--- src/rtl/lane_arbiter_pkg.sv ---
// Shared lane/word geometry and the round-robin pick used by lane_arbiter.
package lane_arbiter_pkg;
  localparam int NUM_LANES = 4;
  localparam int DATA_W    = 8;
  localparam int VALID_BIT = 8;
  localparam int WORD_W    = DATA_W + 1;
  localparam int LANE_W    = $clog2(NUM_LANES);

  typedef struct packed {
    logic              found;
    logic [LANE_W-1:0] lane;
  } grant_t;

  // Scan from the farthest offset down so the lane nearest ptr is the last writer.
  function automatic grant_t rr_pick(input logic [NUM_LANES-1:0] req,
                                     input logic [LANE_W-1:0]    ptr);
    grant_t            g;
    logic [LANE_W-1:0] idx;
    g = '0;
    for (int k = NUM_LANES - 1; k >= 0; k--) begin
      idx = ptr + LANE_W'(k);
      if (req[idx]) begin
        g.found = 1'b1;
        g.lane  = idx;
      end
    end
    return g;
  endfunction
endpackage

--- src/rtl/lane_fifo.sv ---
// Per-lane circular FIFO with an occupancy count and registered full/empty flags.
module lane_fifo
  import lane_arbiter_pkg::*;
#(
  parameter int DEPTH = 4
) (
  input  logic                    clk,
  input  logic                    rst,
  input  logic                    push,
  input  logic                    pop,
  input  logic [DATA_W-1:0]       din,
  output logic [DATA_W-1:0]       dout,
  output logic                    full,
  output logic                    empty,
  output logic [$clog2(DEPTH):0]  count
);
  localparam int PTR_W = $clog2(DEPTH);

  logic [DATA_W-1:0] mem_q [DEPTH];
  logic [PTR_W-1:0]  wr_ptr_q, rd_ptr_q;
  logic [PTR_W:0]    count_q, count_d;
  logic              full_q, empty_q;
  logic              push_ok, pop_ok;

  assign push_ok = push & ~full_q;
  assign pop_ok  = pop & ~empty_q;

  always_comb begin
    count_d = count_q;
    if (push_ok && !pop_ok)      count_d = count_q + 1'b1;
    else if (pop_ok && !push_ok) count_d = count_q - 1'b1;
  end

  always_ff @(posedge clk) begin
    if (rst) begin
      wr_ptr_q <= '0;
      rd_ptr_q <= '0;
      count_q  <= '0;
      full_q   <= 1'b0;
      empty_q  <= 1'b1;
    end else begin
      if (push_ok) wr_ptr_q <= wr_ptr_q + 1'b1;
      if (pop_ok)  rd_ptr_q <= rd_ptr_q + 1'b1;
      count_q <= count_d;
      full_q  <= (count_d == (PTR_W + 1)'(DEPTH));
      empty_q <= (count_d == '0);
    end
  end

  always_ff @(posedge clk) begin
    if (push_ok) mem_q[wr_ptr_q] <= din;
  end

  assign dout  = mem_q[rd_ptr_q];
  assign full  = full_q;
  assign empty = empty_q;
  assign count = count_q;
endmodule

--- src/rtl/lane_arbiter.sv ---
// Merges four lane FIFOs into one registered output stream with round-robin grant.
module lane_arbiter
  import lane_arbiter_pkg::*;
#(
  parameter int FIFO_DEPTH = 4
) (
  input  logic                 clk_4f,
  input  logic                 reset,
  input  logic [WORD_W-1:0]    in_data0,
  input  logic [WORD_W-1:0]    in_data1,
  input  logic [WORD_W-1:0]    in_data2,
  input  logic [WORD_W-1:0]    in_data3,
  output logic [NUM_LANES-1:0] in_ready,
  input  logic                 out_ready,
  output logic [WORD_W-1:0]    out_data,
  output logic [LANE_W-1:0]    out_lane,
  output logic [NUM_LANES-1:0] fifo_empty,
  output logic [NUM_LANES-1:0] fifo_full
);
  localparam int CNT_W = $clog2(FIFO_DEPTH) + 1;

  logic [WORD_W-1:0]    lane_word [NUM_LANES];
  logic [DATA_W-1:0]    head      [NUM_LANES];
  logic [CNT_W-1:0]     count     [NUM_LANES];
  logic [NUM_LANES-1:0] push, pop, nonempty;

  logic [WORD_W-1:0] out_data_q, out_data_d;
  logic [LANE_W-1:0] out_lane_q, out_lane_d;
  logic [LANE_W-1:0] rr_ptr_q, rr_ptr_d;
  logic              load;
  grant_t            grant;

  assign lane_word[0] = in_data0;
  assign lane_word[1] = in_data1;
  assign lane_word[2] = in_data2;
  assign lane_word[3] = in_data3;

  // The output slot is free when it holds no valid word or the sink takes it now.
  assign load  = ~out_data_q[VALID_BIT] | out_ready;
  assign grant = rr_pick(nonempty, rr_ptr_q);

  for (genvar i = 0; i < NUM_LANES; i++) begin : g_lane
    assign in_ready[i] = ~fifo_full[i] & ~reset;
    assign push[i]     = lane_word[i][VALID_BIT] & in_ready[i];
    assign pop[i]      = load & grant.found & (grant.lane == LANE_W'(i));
    assign nonempty[i] = (count[i] != '0);

    lane_fifo #(.DEPTH(FIFO_DEPTH)) u_fifo (
      .clk   (clk_4f),
      .rst   (reset),
      .push  (push[i]),
      .pop   (pop[i]),
      .din   (lane_word[i][DATA_W-1:0]),
      .dout  (head[i]),
      .full  (fifo_full[i]),
      .empty (fifo_empty[i]),
      .count (count[i])
    );
  end

  always_comb begin
    out_data_d = out_data_q;
    out_lane_d = out_lane_q;
    rr_ptr_d   = rr_ptr_q;
    if (load) begin
      if (grant.found) begin
        out_data_d = {1'b1, head[grant.lane]};
        out_lane_d = grant.lane;
        rr_ptr_d   = grant.lane + LANE_W'(1);
      end else begin
        out_data_d = {1'b0, out_data_q[DATA_W-1:0]};
      end
    end
  end

  always_ff @(posedge clk_4f) begin
    if (reset) begin
      out_data_q <= '0;
      out_lane_q <= '0;
      rr_ptr_q   <= '0;
    end else begin
      out_data_q <= out_data_d;
      out_lane_q <= out_lane_d;
      rr_ptr_q   <= rr_ptr_d;
    end
  end

  assign out_data = out_data_q;
  assign out_lane = out_lane_q;
endmodule

--- config.mk ---
export PLATFORM = sky130hd
export DESIGN_NAME = lane_arbiter
export DESIGN_NICKNAME = d
export VERILOG_FILES = /design/src/rtl/lane_arbiter_pkg.sv /design/src/rtl/lane_fifo.sv /design/src/rtl/lane_arbiter.sv
export SDC_FILE = /design/constraint.sdc
export NUM_CORES = 1
export LEC_CHECK = 0
export CAP_MARGIN = 20
export CORE_UTILIZATION = 50
export CTS_BUF_LIST = sky130_fd_sc_hd__clkbuf_2 sky130_fd_sc_hd__clkbuf_4 sky130_fd_sc_hd__clkbuf_8
export CTS_CLUSTER_DIAMETER = 150
export DETAILED_ROUTE_END_ITERATION = 6
export MAX_ROUTING_LAYER = met4
export PLACE_DENSITY = 0.7
export SETUP_SLACK_MARGIN = 0.1
export SLEW_MARGIN = 20
export SYNTH_ARGS = -nofsm -noshare
export SYNTH_HDL_FRONTEND = slang
export SYNTH_SLANG_ARGS = --single-unit
--- constraint.sdc ---
create_clock -name clk_4f -period 5.35 [get_ports clk_4f]
set_input_delay 1.605 -clock clk_4f [delete_from_list [all_inputs] [get_ports clk_4f]]
set_output_delay 1.605 -clock clk_4f [all_outputs]
set_load 0.03 [all_outputs]
; ---- After elaboration in Yosys (flattened, before gate mapping)
; Memories as Yosys holds them, arrays and structs flattened. A register that Yosys moved wholly into a read port is not among the register bits.
; Cells that the tools add are included.
[word_totals]
memories = 4
word_cells = 159
register_bits = 49
ramBits = 128
[mem_list]
columns = memory, words, width, read_ports, rd_ports_with_merged_regs, wr, line
row1 = g_lane[0].u_fifo.mem_q, 4, 8, 1, 1, 1, lane_fifo.sv:19  ; logic [DATA_W-1:0] mem_q [DEPTH];
row2 = g_lane[1].u_fifo.mem_q, 4, 8, 1, 1, 1, lane_fifo.sv:19
row3 = g_lane[2].u_fifo.mem_q, 4, 8, 1, 1, 1, lane_fifo.sv:19
row4 = g_lane[3].u_fifo.mem_q, 4, 8, 1, 1, 1, lane_fifo.sv:19
[classes]
order_cmp = 5
n_eq_ne = 7
bitwise = 33
n_reduce_logical = 26
addsub = 20
muxes = 40
[ops]
columns = cell, count
row1 = $mux 3, 12
row2 = $and 1x1->1, 21
row3 = $add 2x1->2 const B, 10
row4 = $bmux 8 s2, 1
row5 = $mux 2, 8
row6 = $mux 8, 2
row7 = $add 3x1->3 const B, 4
row8 = $eq 3x3->1 const B, 4
row9 = $logic_not 3->1, 4
row10 = $lt 2x3->1 const B, 4
row11 = $mux 1, 12
row12 = $reduce_bool 3->1, 4
row13 = $sub 3x1->3 const B, 4
row14 = $not 1->1, 10
row15 = $mux 9, 1
row16 = $bmux 1 s2, 4
row17 = $logic_and 1x1->1, 8
row18 = $logic_not 1->1, 8
row19 = $add 2x2->2 const B, 2
row20 = $eq 2x2->1 const B, 2
row21 = $ge 3x3->1 const B, 1
row22 = $not 2->3, 1
row23 = $eq 2x1->1 const B, 1
row24 = $logic_not 2->1, 1
row25 = 2 further kinds, 2

; ---- Longest topological paths before layout
[logic_depth]
depth_word = 14
depth_mapped = 11

; ---- By module
; A second synthesis with hierarchy kept.
[unflattened]
hier_cells = 547
area_unflattened_um2 = 8044.0
[by_module_without_submodules]
columns = module, instances, seq_area_each_um2, cells_each, area_per_inst_um2
row1 = lane_fifo (g_lane[1].u_fifo ...), 3, 1181.1, 112, 1779.2
row2 = lane_fifo (g_lane[0].u_fifo), 1, 1181.1, 111, 1774.2
row3 = lane_arbiter, 1, 260.2, 100, 932.1

; ---- Worst setup path after synthesis
; Ideal clock, no wire load.
[synth_timing]
path_kind = in2out
start = in reset
end = out in_ready[3]
t_arrival_ns = 2.330
setup_slack_ns = 1.415
path_stages = 2
required_time_ns = 3.745
path_cell_list = clkbuf_1 > nor2_1
[synth_between]
elab_chain_cells = 2
[synth_rtl]
columns = element, line
row1 = start: declaration, lane_arbiter.sv:8  ; input logic reset,
row2 = $not 1->1, lane_arbiter.sv:43  ; assign in_ready[i] = ~fifo_full[i] & ~reset;
row3 = $and 1x1->1, lane_arbiter.sv:43
row4 = end: declaration, lane_arbiter.sv:13  ; output logic [NUM_LANES-1:0] in_ready,
; Every way passes these cells.

; ---- Worst setup path after layout
; Ends and elaborated chain as after synthesis.

==> flow_summary.yaml <==
clock_network:
  clock-sinks: 185
  cts_buffers: 17
  cts_max_path_buffers: 2
  cts_setup_buffers: 0
  cts_tree: "yes"
  htreeDepth: 4
  clock_latency_ns: 0.47
  ctsHoldBuffers: 0
  clk_pin_slew_ns: 0.09
  ctsResizeCount: 0
  root_buffer: "clkbuf_8"
die:
  fp-row-count: 45
  core_region_area_mm2: 0.0153
  fp.dieW_um: 128
  io_pins: 62
  die_h_um: 128
  die_area_mm2: 0.0163
  initial_utilization_pct: 51.7
synthesis:
  synth_area_mm2: 0.00792
  ys_types: 55
  synth.top_cells.by_count: "edfxtp_1 (128), dfxtp_1 (57), nand2_1 (47)"
  yosysTopAreaCellShare_pct: 48.5
  yosysMostFrequentCell: "edfxtp_1"
  synthArstFlopShare_pct: 0
  avgSynthCellArea_um2: 14.5
  synth_flop_cell: "edfxtp_1"
  syn_inst: 547
  synth_top_area_cell: "edfxtp_1"
  synth_nets: 614
  ys_ff_latch: 185
  synth_area_leaders: "edfxtp_1 (49%), dfxtp_1 (14%), mux4_2 (9.1%)"
  synth_edf_count: 128
  yosysSeqAreaShare_pct: 63.0
  yosys_warnings: 0
pwr:
  p_total_mw: 4.37
  powerDensity_mw_per_mm2: 483
  vdd_drop_max_mv: 0.261
  p_leak_nw: 3.10
worst_setup_path:
  crit_chain: "buf_2, nor2_1, clkdlybuf4s50_1"
  crit_slowest_cell: "clkdlybuf4s50_1"
  rrSetupSlack_ns: 2.33
  reg2reg_depth: 9
  cp_slowest_stage_delay_ns: 0.75
  path_class: "primary input to output port"
  r2r_start: "g_lane[2].u_fifo.count[0]"
  crit_path_end_kind: "output port"
  worstSetupStartpointType: "primary input"
  critPathLaunch: "reset"
  required_ns: 3.74
  path_buf_inv: 2
  cpLargestDelayFamily: "buffers and inverters"
  regToRegEndpoint: "g_lane[1].u_fifo.count[2]"
  worstPathArrival_ns: 2.98
  critical_path.max_fanout: 21
sta:
  hold_slack_ns: 0.461
  setup_viol: 0
  relSlewSlack_pct: 48.7
  min_period_over_period_pct: 85.7
  finalSetupTns_ns: 0
  period_needed_ns: 4.59
  rsz0062_at_grt: "no"
  slew_violations: 0
  fin_skew_ns: 0.0160
  hold_violations: 0
  worst_slew_pin_slew_ns: 0.767
  fmax_ghz: 0.218
hold_path:
  hold_path_class: "flip-flop to flip-flop"
  hold_path_startpoint: "out_data[3]"
  min_to: "out_data[3]"
  hold_depth: 2
cells_and_area:
  fin_util_pct: 59.2
  fin_nets: 665
  layout.area.seq_mm2: 0.00498
  drive_gt1_share_pct: 15.1
  multi_input_area_mm2: 0.00270
  design_area_mm2: 0.00906
  fill_cells: 1179
  areaGrowthSynthToFinish_pct: 14.4
  num_antenna_cells: 0
grt:
  track_usage_pct: 19.8
  grt_pass1_vias: 4444
  antenna_found_initial: 0
  grt_overflow: 0
  grt_pass1_wl_um: 22900
  grt_max_degree: 27
job:
  max_cap_viol_count: 0
routing:
  totalWireLength_um: 14300
  vias: 4380
  ant_nets: 0
  drc_errors: 0
  drt-initial-drc-count: 250
  firstDrtPassIters: 4
  viasPerCell: 5.33
  wire_per_inst_um: 17.4
placed_design:
  hpwlAfterDp_um: 10200
  numPortBuffers: 61
  place_congestion: 0.808
  placed_cell_area_mm2: 0.00865
status:
  status: "complete, no violations"
metrics by stage:
step,instances,setup slack (ns)
after floorplan,547,1.42
after global placement,790,0.811
after detailed placement,790,0.770
after CTS,822,0.768
after global routing,822,0.641
final,822,0.763
state kept, by name (all words and copies together) (netlist names), named ones only:
name	count
g_lane.u_fifo.count	12
g_lane.u_fifo.empty	4
g_lane.u_fifo.full	4
g_lane.u_fifo.mem_q	128
g_lane.u_fifo.rd_ptr_q	8
g_lane.u_fifo.wr_ptr_q	8
out_data	9
out_lane	2
rr_ptr_q	2
area by class of cell:
class / instances / share of cell area (%)
inverter: 20 / 0.829
tap: 211 / 2.91
clock inverter: 13 / 1.59
clock buffer: 19 / 2.82
sequential: 185 / 55.0
multi-input combinational: 309 / 29.8
timing repair buffer: 65 / 7.02
tightest hold or removal path, cell delays in order, from the launching register on:
cell     delay [ns]
dfxtp_1        0.32
nand2_1        0.05
a21oi_1        0.05
how the worst max path moves through the flow:
stage / cells past startpoint / slack [ns] / endpoint
after detailed placement: 3 / 0.77 / in_ready[1]
after global placement: 3 / 0.81 / in_ready[0]
after CTS: 3 / 0.77 / in_ready[3]
after global routing: 3 / 0.64 / in_ready[3]
final: 3 / 0.76 / in_ready[3]
after floorplan: 2 / 1.42 / in_ready[3]
cells by family after synthesis:
| group | share of synthesized area (%) |
|---|---|
| adder cells (fa/ha/maj) | 4.42 |
| buffers and inverters | 3.05 |
| XOR/XNOR | 2.75 |
| flip-flops | 63.0 |
| AND/OR/NAND/NOR | 8.98 |
| multiplexers | 12.2 |
| AO/OA/AOI/OAI | 5.66 |
cell usage in the layout, fill, tap and decap left out, drive strengths merged, types with 5 or more instances in the layout:
master,instances
inv,22
a21oi,15
edfxtp,128
a211oi,8
clkbuf,19
mux2,9
and3,17
dfxtp,57
and2,6
mux2i,13
o21ai,12
nand2b,8
xor2,5
mux4,32
nor2,41
nand2,47
xnor2,19
clkinv,5
clkdlybuf4s50,60
o211ai,8
buf,5
o31ai,6
nand3,5
ha,28
report_power, final:
part	switching [mW]	leakage, nW	internal [mW]	total [mW]
clock	0.485	0.192	0.435	0.920
sequential	0.139	1.63	1.68	1.82
combinational	0.919	1.28	0.712	1.63
total	1.54	3.10	2.83	4.37
metal layers:
layer  vias up  GRT usage [%]  wire length [um]
met5         -              -                 0
met4         0           6.23               201
met3        17           5.55               595
met2        89           32.9              7300
met1      2153           23.5              6220
li1       2121              -                 -
No activity file was read; power rests on OpenSTA's default activity.
